**src/rtl/pio_pkg.sv**
```systemverilog
// Shared definitions for the PIO command-port loader: action codes and sequencer states.
package pio_pkg;

  localparam logic [3:0] ACT_NONE  = 4'd0;
  localparam logic [3:0] ACT_INSTR = 4'd1;
  localparam logic [3:0] ACT_PEND  = 4'd2;
  localparam logic [3:0] ACT_PULL  = 4'd3;
  localparam logic [3:0] ACT_PUSH  = 4'd4;
  localparam logic [3:0] ACT_GRPS  = 4'd5;
  localparam logic [3:0] ACT_EN    = 4'd6;
  localparam logic [3:0] ACT_DIV   = 4'd7;
  localparam logic [3:0] ACT_SHIFT = 4'd10;

  typedef enum logic [3:0] {
    ST_IDLE,
    ST_DIS,
    ST_LOAD,
    ST_PEND,
    ST_DIV,
    ST_GRPS,
    ST_SHIFT,
    ST_ENA,
    ST_RUN
  } loader_state_t;

endpackage

```
**src/rtl/pio_rr_arb.sv**
```systemverilog
// Two-requester round-robin arbiter; the grant is combinational, the last winner is registered.
module pio_rr_arb (
  input  logic       i_clk,
  input  logic       i_reset,
  input  logic [1:0] i_req,
  output logic [1:0] o_gnt
);

  // Set when requester 1 won most recently, so requester 0 goes first after reset.
  logic r_last;

  always_comb begin
    o_gnt = i_req;
    if (i_req == 2'b11) begin
      o_gnt = r_last ? 2'b01 : 2'b10;
    end
  end

  always_ff @(posedge i_clk) begin
    if (i_reset) begin
      r_last <= 1'b1;
    end else if (o_gnt != 2'b00) begin
      r_last <= o_gnt[1];
    end
  end

endmodule

```
**src/rtl/pio_loader.sv**
```systemverilog
// Owns the PIO command port: loads program and config on start, then arbitrates host TX/RX traffic.
module pio_loader
  import pio_pkg::*;
#(
  parameter int ADDR_W = 5
) (
  input  logic              i_clk,
  input  logic              i_reset,
  input  logic              i_start,
  input  logic [1:0]        i_sm,
  input  logic [5:0]        i_plen,
  input  logic [31:0]       i_pend,
  input  logic [23:0]       i_div,
  input  logic [31:0]       i_grps,
  input  logic [31:0]       i_shift,
  output logic              o_busy,
  output logic              o_done,
  output logic              o_err,
  output logic [ADDR_W-1:0] o_prog_addr,
  input  logic [15:0]       i_prog_data,
  input  logic              i_tx_valid,
  input  logic [31:0]       i_tx_data,
  output logic              o_tx_ready,
  output logic              o_rx_valid,
  output logic [31:0]       o_rx_data,
  input  logic              i_rx_ready,
  output logic [3:0]        o_action,
  output logic [4:0]        o_index,
  output logic [1:0]        o_mindex,
  output logic [31:0]       o_din,
  input  logic [31:0]       i_dout,
  input  logic [3:0]        i_full,
  input  logic [3:0]        i_empty
);

  localparam logic [31:0] MAX_LEN = 32'(2**ADDR_W);

  loader_state_t     r_state;
  logic [1:0]        r_sm;
  logic [5:0]        r_plen;
  logic [31:0]       r_pend;
  logic [23:0]       r_div;
  logic [31:0]       r_grps;
  logic [31:0]       r_shift;
  logic [ADDR_W-1:0] r_idx;
  logic [ADDR_W-1:0] r_prog_addr;
  logic              r_busy;
  logic              r_done;
  logic              r_err;
  logic              r_fin;
  logic              r_pull_q;
  logic              r_rx_valid;
  logic [31:0]       r_rx_data;
  logic [3:0]        r_action;
  logic [4:0]        r_index;
  logic [31:0]       r_din;

  logic              w_plen_ok;
  logic              w_start_ok;
  logic              w_accept;
  logic              w_run;
  logic              w_last;
  logic [1:0]        w_req;
  logic [1:0]        w_gnt;

  assign w_plen_ok  = (i_plen != 6'd0) && (32'(i_plen) <= MAX_LEN);
  assign w_start_ok = i_start && !r_busy && (r_state == ST_IDLE || r_state == ST_RUN);
  assign w_accept   = w_start_ok && w_plen_ok;
  // The cycle that accepts a reload issues no transfer.
  assign w_run      = (r_state == ST_RUN) && !w_accept;
  assign w_last     = (32'(r_idx) + 32'd1 == 32'(r_plen));

  assign w_req[0] = w_run && i_tx_valid && !i_full[r_sm];
  assign w_req[1] = w_run && !i_empty[r_sm] && !r_rx_valid && !r_pull_q;

  pio_rr_arb u_arb (
    .i_clk   (i_clk),
    .i_reset (i_reset),
    .i_req   (w_req),
    .o_gnt   (w_gnt)
  );

  always_ff @(posedge i_clk) begin
    if (i_reset) begin
      r_state     <= ST_IDLE;
      r_sm        <= 2'd0;
      r_plen      <= 6'd0;
      r_pend      <= 32'd0;
      r_div       <= 24'd0;
      r_grps      <= 32'd0;
      r_shift     <= 32'd0;
      r_idx       <= '0;
      r_prog_addr <= '0;
      r_busy      <= 1'b0;
      r_done      <= 1'b0;
      r_err       <= 1'b0;
      r_fin       <= 1'b0;
      r_pull_q    <= 1'b0;
      r_rx_valid  <= 1'b0;
      r_rx_data   <= 32'd0;
      r_action    <= ACT_NONE;
      r_index     <= 5'd0;
      r_din       <= 32'd0;
    end else begin
      r_action <= ACT_NONE;
      r_done   <= 1'b0;
      r_err    <= w_start_ok && !w_plen_ok;
      r_pull_q <= 1'b0;

      // PULL data arrives the cycle after the action, regardless of sequencer state.
      if (r_pull_q) begin
        r_rx_data  <= i_dout;
        r_rx_valid <= 1'b1;
      end else if (r_rx_valid && i_rx_ready) begin
        r_rx_valid <= 1'b0;
      end

      case (r_state)
        ST_IDLE, ST_RUN: begin
          if (w_accept) begin
            r_sm        <= i_sm;
            r_plen      <= i_plen;
            r_pend      <= i_pend;
            r_div       <= i_div;
            r_grps      <= i_grps;
            r_shift     <= i_shift;
            r_idx       <= '0;
            r_prog_addr <= '0;
            r_busy      <= 1'b1;
            r_fin       <= 1'b0;
            r_state     <= ST_DIS;
          end else if (r_state == ST_RUN) begin
            if (r_fin) begin
              r_fin  <= 1'b0;
              r_done <= 1'b1;
              r_busy <= 1'b0;
            end
            if (w_gnt[0]) begin
              r_action <= ACT_PUSH;
              r_din    <= i_tx_data;
            end else if (w_gnt[1]) begin
              r_action <= ACT_PULL;
              r_pull_q <= 1'b1;
            end
          end
        end
        ST_DIS: begin
          r_action    <= ACT_EN;
          r_din       <= 32'd0;
          r_prog_addr <= ADDR_W'(1);
          r_state     <= ST_LOAD;
        end
        ST_LOAD: begin
          r_action    <= ACT_INSTR;
          r_index     <= 5'(r_idx);
          r_din       <= {16'h0, i_prog_data};
          r_prog_addr <= r_idx + ADDR_W'(2);
          r_idx       <= r_idx + ADDR_W'(1);
          if (w_last) begin
            r_state <= ST_PEND;
          end
        end
        ST_PEND: begin
          r_action <= ACT_PEND;
          r_din    <= r_pend;
          r_state  <= ST_DIV;
        end
        ST_DIV: begin
          r_action <= ACT_DIV;
          r_din    <= {8'h0, r_div};
          r_state  <= ST_GRPS;
        end
        ST_GRPS: begin
          r_action <= ACT_GRPS;
          r_din    <= r_grps;
          r_state  <= ST_SHIFT;
        end
        ST_SHIFT: begin
          r_action <= ACT_SHIFT;
          r_din    <= r_shift;
          r_state  <= ST_ENA;
        end
        ST_ENA: begin
          r_action <= ACT_EN;
          r_din    <= 32'd1;
          r_fin    <= 1'b1;
          r_state  <= ST_RUN;
        end
        default: r_state <= ST_IDLE;
      endcase
    end
  end

  assign o_busy      = r_busy;
  assign o_done      = r_done;
  assign o_err       = r_err;
  assign o_prog_addr = r_prog_addr;
  assign o_tx_ready  = w_gnt[0];
  assign o_rx_valid  = r_rx_valid;
  assign o_rx_data   = r_rx_data;
  assign o_action    = r_action;
  assign o_index     = r_index;
  assign o_mindex    = r_sm;
  assign o_din       = r_din;

endmodule

```
**config.mk**
```make
export PLATFORM = sky130hd
export DESIGN_NAME = pio_loader
export DESIGN_NICKNAME = d
export VERILOG_FILES = /design/src/rtl/pio_pkg.sv /design/src/rtl/pio_rr_arb.sv /design/src/rtl/pio_loader.sv
export SDC_FILE = /design/constraint.sdc
export NUM_CORES = 1
export LEC_CHECK = 0
export BUFFER_PORTS_ARGS = -buffer_cell sky130_fd_sc_hd__buf_4
export CAP_MARGIN = 20
export CORE_UTILIZATION = 45
export DETAILED_ROUTE_END_ITERATION = 12
export PLACE_DENSITY = 0.72
export SETUP_SLACK_MARGIN = 0.4
export SYNTH_ARGS = -nofsm -noshare
export SYNTH_HDL_FRONTEND = slang
export SYNTH_HIERARCHICAL = 1
export SYNTH_SLANG_ARGS = --single-unit
```
**constraint.sdc**
```tcl
create_clock -name i_clk -period 4.31 [get_ports i_clk]
set_clock_uncertainty 0.1 [all_clocks]
set_input_delay 0.2155 -clock i_clk [delete_from_list [all_inputs] [get_ports i_clk]]
set_output_delay 0.2155 -clock i_clk [all_outputs]
set_load 0.01 [all_outputs]
```
==> results_dict.tcl <==
set metrics [dict create \
    synthSimpleGateAreaFrac_pct 20.28 \
    num-fill-cells 1548 \
    clk_pin_slew_ns 0.06 \
    end_kind "flip-flop" \
    slew_viol_final 0 \
    synth_nets 1385 \
    grt_setup_unrepaired "false" \
    synth_top_family_by_area "simple AND/OR/NAND/NOR gates" \
    area_delta_synth_final_pct 51.06 \
    synth_most_common_cell "nand2_1" \
    synth_cell_type_count 58 \
    firstDrtPassIters 6 \
    crit_required_ns 4.54 \
    globalRouteOverflowTotal 0 \
    fin_crit_sh_pct 82.48 \
    arrival_ns 3.79 \
    grt_max_degree 132 \
    yosys.area_share.adder_pct 0.2627 \
    dieArea_mm2 0.02175 \
    yosysWarnings 6 \
    first_global_vias 10106 \
    finalHoldViolCount 0 \
    final_area_mm2 0.01439 \
    core-area_mm2 0.02049 \
    rr_worst_depth 9 \
    drive_gt1_share_pct 24.52 \
    peakVddDrop_uv 212.7 \
    postCtsSetupBuffers 0 \
    routed_wl_um 34270 \
    synthTopCellsByCount "nand2_1 (296), dfxtp_1 (222), a21oi_1 (185)" \
    avgSynthCellArea_um2 8.197 \
    leakagePower_uw 0.005713 \
    die_height_um 147.5 \
    clk_latency_ns 0.52 \
    path_max_fanout 17 \
    fin_nets 1812 \
    critPathKind "input pin to flip-flop" \
    yosys.area.top_type "dfxtp_1" \
    drc 0 \
    worstHoldPathCells 4 \
    grt_pass1_wl_um 52340 \
    grt_usage_pct 30.27 \
    diodes 0 \
    io_buffers 305 \
    maxCapViolCount 0 \
    worstMarginPinSlew_ns 1.027 \
    avgRoutedWirePerCell_um 18.30 \
    dpl-instance-area_mm2 0.01181 \
    regArea_mm2 0.004448 \
    slowest_delay_ns 0.54 \
    start_kind "input pin" \
    cp_cell_sequence "dlygate4sd3_1, buf_4, or4_4, o21ai_0, nand3_1, nor3b_1, a21boi_0, and3_1, nor2_2, nor2_2, a311oi_1" \
    synth_compound_area_share_pct 19.66 \
    place.gp.congestion 0.8456 \
    fin_crit_ns 3.555 \
    synthesis.area_mm2 0.009525 \
    yosys.area.top_type_share_pct 46.66 \
    ys_seq_elements 222 \
    synth_xor_area_share_pct 0.9195 \
    synth-edff-count 0 \
    fmax_mhz 281.3 \
    ys.flop_type "dfxtp_1" \
    power.density_mw_per_mm2 378.5 \
    cp_slowest_cell "dlygate4sd3_1" \
    drt-vias-per-instance 5.465 \
    cts-htree-levels 1 \
    status "completed" \
    synthArstFlopShare_pct 0 \
    drt-initial-drc-count 673 \
    ioPinCount 306 \
    rows 52 \
    root_buffer "clkbuf_16" \
    numCtsBuffers 24 \
    cts_tree "done" \
    fp.dieW_um 147.5 \
    muxShareOfSynthArea_pct 6.515 \
    critPathMostFrequentCell "nor2_2" \
    setup_viol 0 \
    total_power_uw 5447 \
    ys_seq_area_share_pct 46.66 \
    antenna_found_initial 0 \
    cts_num_sinks 222 \
    finalSetupTns_ns 0 \
    slew_headroom_pct 31.55 \
    netlist_instances 1162 \
    clk_path_buf_depth 3 \
    multi_input_area_mm2 0.004557 \
    hold_class "input pin to flip-flop" \
    hpwlAfterDp_um 20800 \
    synthTopCellsByArea "dfxtp_1 (47%), nand2_1 (12%), a21oi_1 (9.7%), mux2i_1 (4.6%), nor2_1 (3.3%)" \
    antenna_left 0 \
    vias 10236 \
    initial_core_util_pct 46.48 \
]
[cells by family after synthesis]
family | Yosys count
compound gates | 306
xor+xnor | 10
fa+ha+maj | 2
buf+inv | 108
flops | 222
mux | 58
simple gates | 456
[critical path: cells and delay by family]
kind,cells,cell delay (ns)
compound gates,3,0.67
simple gates,6,2.22
buf+inv,2,0.68
[report_power, final]
group,total (µW),switching [µW],internal (µW)
registers,2280,86.5,2200
clock network,2040,813,1230
logic,1120,595,528
[per-stage QoR]
step                cells  hold slack (ns)  worst slack, ns  util [%]
floorplan            1162           0.2015           0.9255         -
global placement     1654           0.3387           0.4840     57.61
finish               1873         0.009021           0.7549     70.21
CTS                  1873       0.00005418           0.4116     70.17
detailed placement   1654           0.3442           0.3962     57.61
global route         1873          0.01963           0.4890     70.21
[cells in the final DEF, fill, tap and decap left out, types with 4 or more instances in the layout]
master,synthesis,layout
buf_4,7,318
nand2_1,296,296
dfxtp_1,222,219
a21oi_1,185,185
dlygate4sd3_1,0,179
nor2_1,83,81
mux2i_1,44,44
clkbuf_16,0,25
o21ai_0,23,23
nand3_1,16,16
a22o_1,16,16
a221oi_1,15,15
mux2_2,12,12
or4_1,9,9
a222oi_1,9,9
inv_1,9,9
a211oi_1,9,9
a2111oi_0,8,8
nand3b_1,8,8
a22oi_1,8,8
clkbuf_8,0,7
nor2b_1,6,6
a311oi_1,6,6
xnor2_1,5,5
or3_1,5,5
xor2_1,5,5
or2_2,4,4
o31ai_1,4,4
nor3_1,5,4
nand2b_1,5,4
clkbuf_1,55,4
[metal layers]
layer / global-route usage, % / vias up / wire length (µm)
met4: 12.63 / 0 / 1395
met2: 53.07 / 438 / 16780
li1: - / 4872 / -
met3: 5.093 / 102 / 2366
met5: 0 / - / 0
met1: 36.59 / 4824 / 13730
[worst paths after layout]
path / startpoint / to / slack [ns]
hold reg to reg: r_shift[1] / r_shift[1] / 0.35
setup reg to reg: r_state[2] / o_din[12] / 0.90
hold / removal: i_tx_data[16] / o_din[16] / 0.009
setup / recovery: i_plen[2] / o_din[12] / 0.75
[sequential cells by signal, summed over array words and instances, names as in the netlist]
register / flops
r_pull_q: 1
o_mindex: 2
r_grps: 32
o_rx_valid: 1
o_din: 32
o_index: 5
o_prog_addr: 5
r_shift: 32
o_busy: 1
r_pend: 32
r_state: 4
o_rx_data: 32
o_action: 4
o_done: 1
r_plen: 6
r_fin: 1
u_arb/r_last: 1
o_err: 1
r_div: 24
r_idx: 5
[final cells by class]
cell class,count,area share [%]
clock buffer,36,5.122
clock inverter,4,0.3130
inverter,9,0.2348
multi-input combinational,832,31.67
sequential,222,30.91
tap,270,2.348
timing repair buffer,500,29.40
[repair_timing]
item,in CTS,in global routing
gates resized for setup,0,3
endpoints found under the setup margin,0,23
endpoints found under the hold margin,180,0
hold buffers,179,0
(Power assumes the default switching activity.)
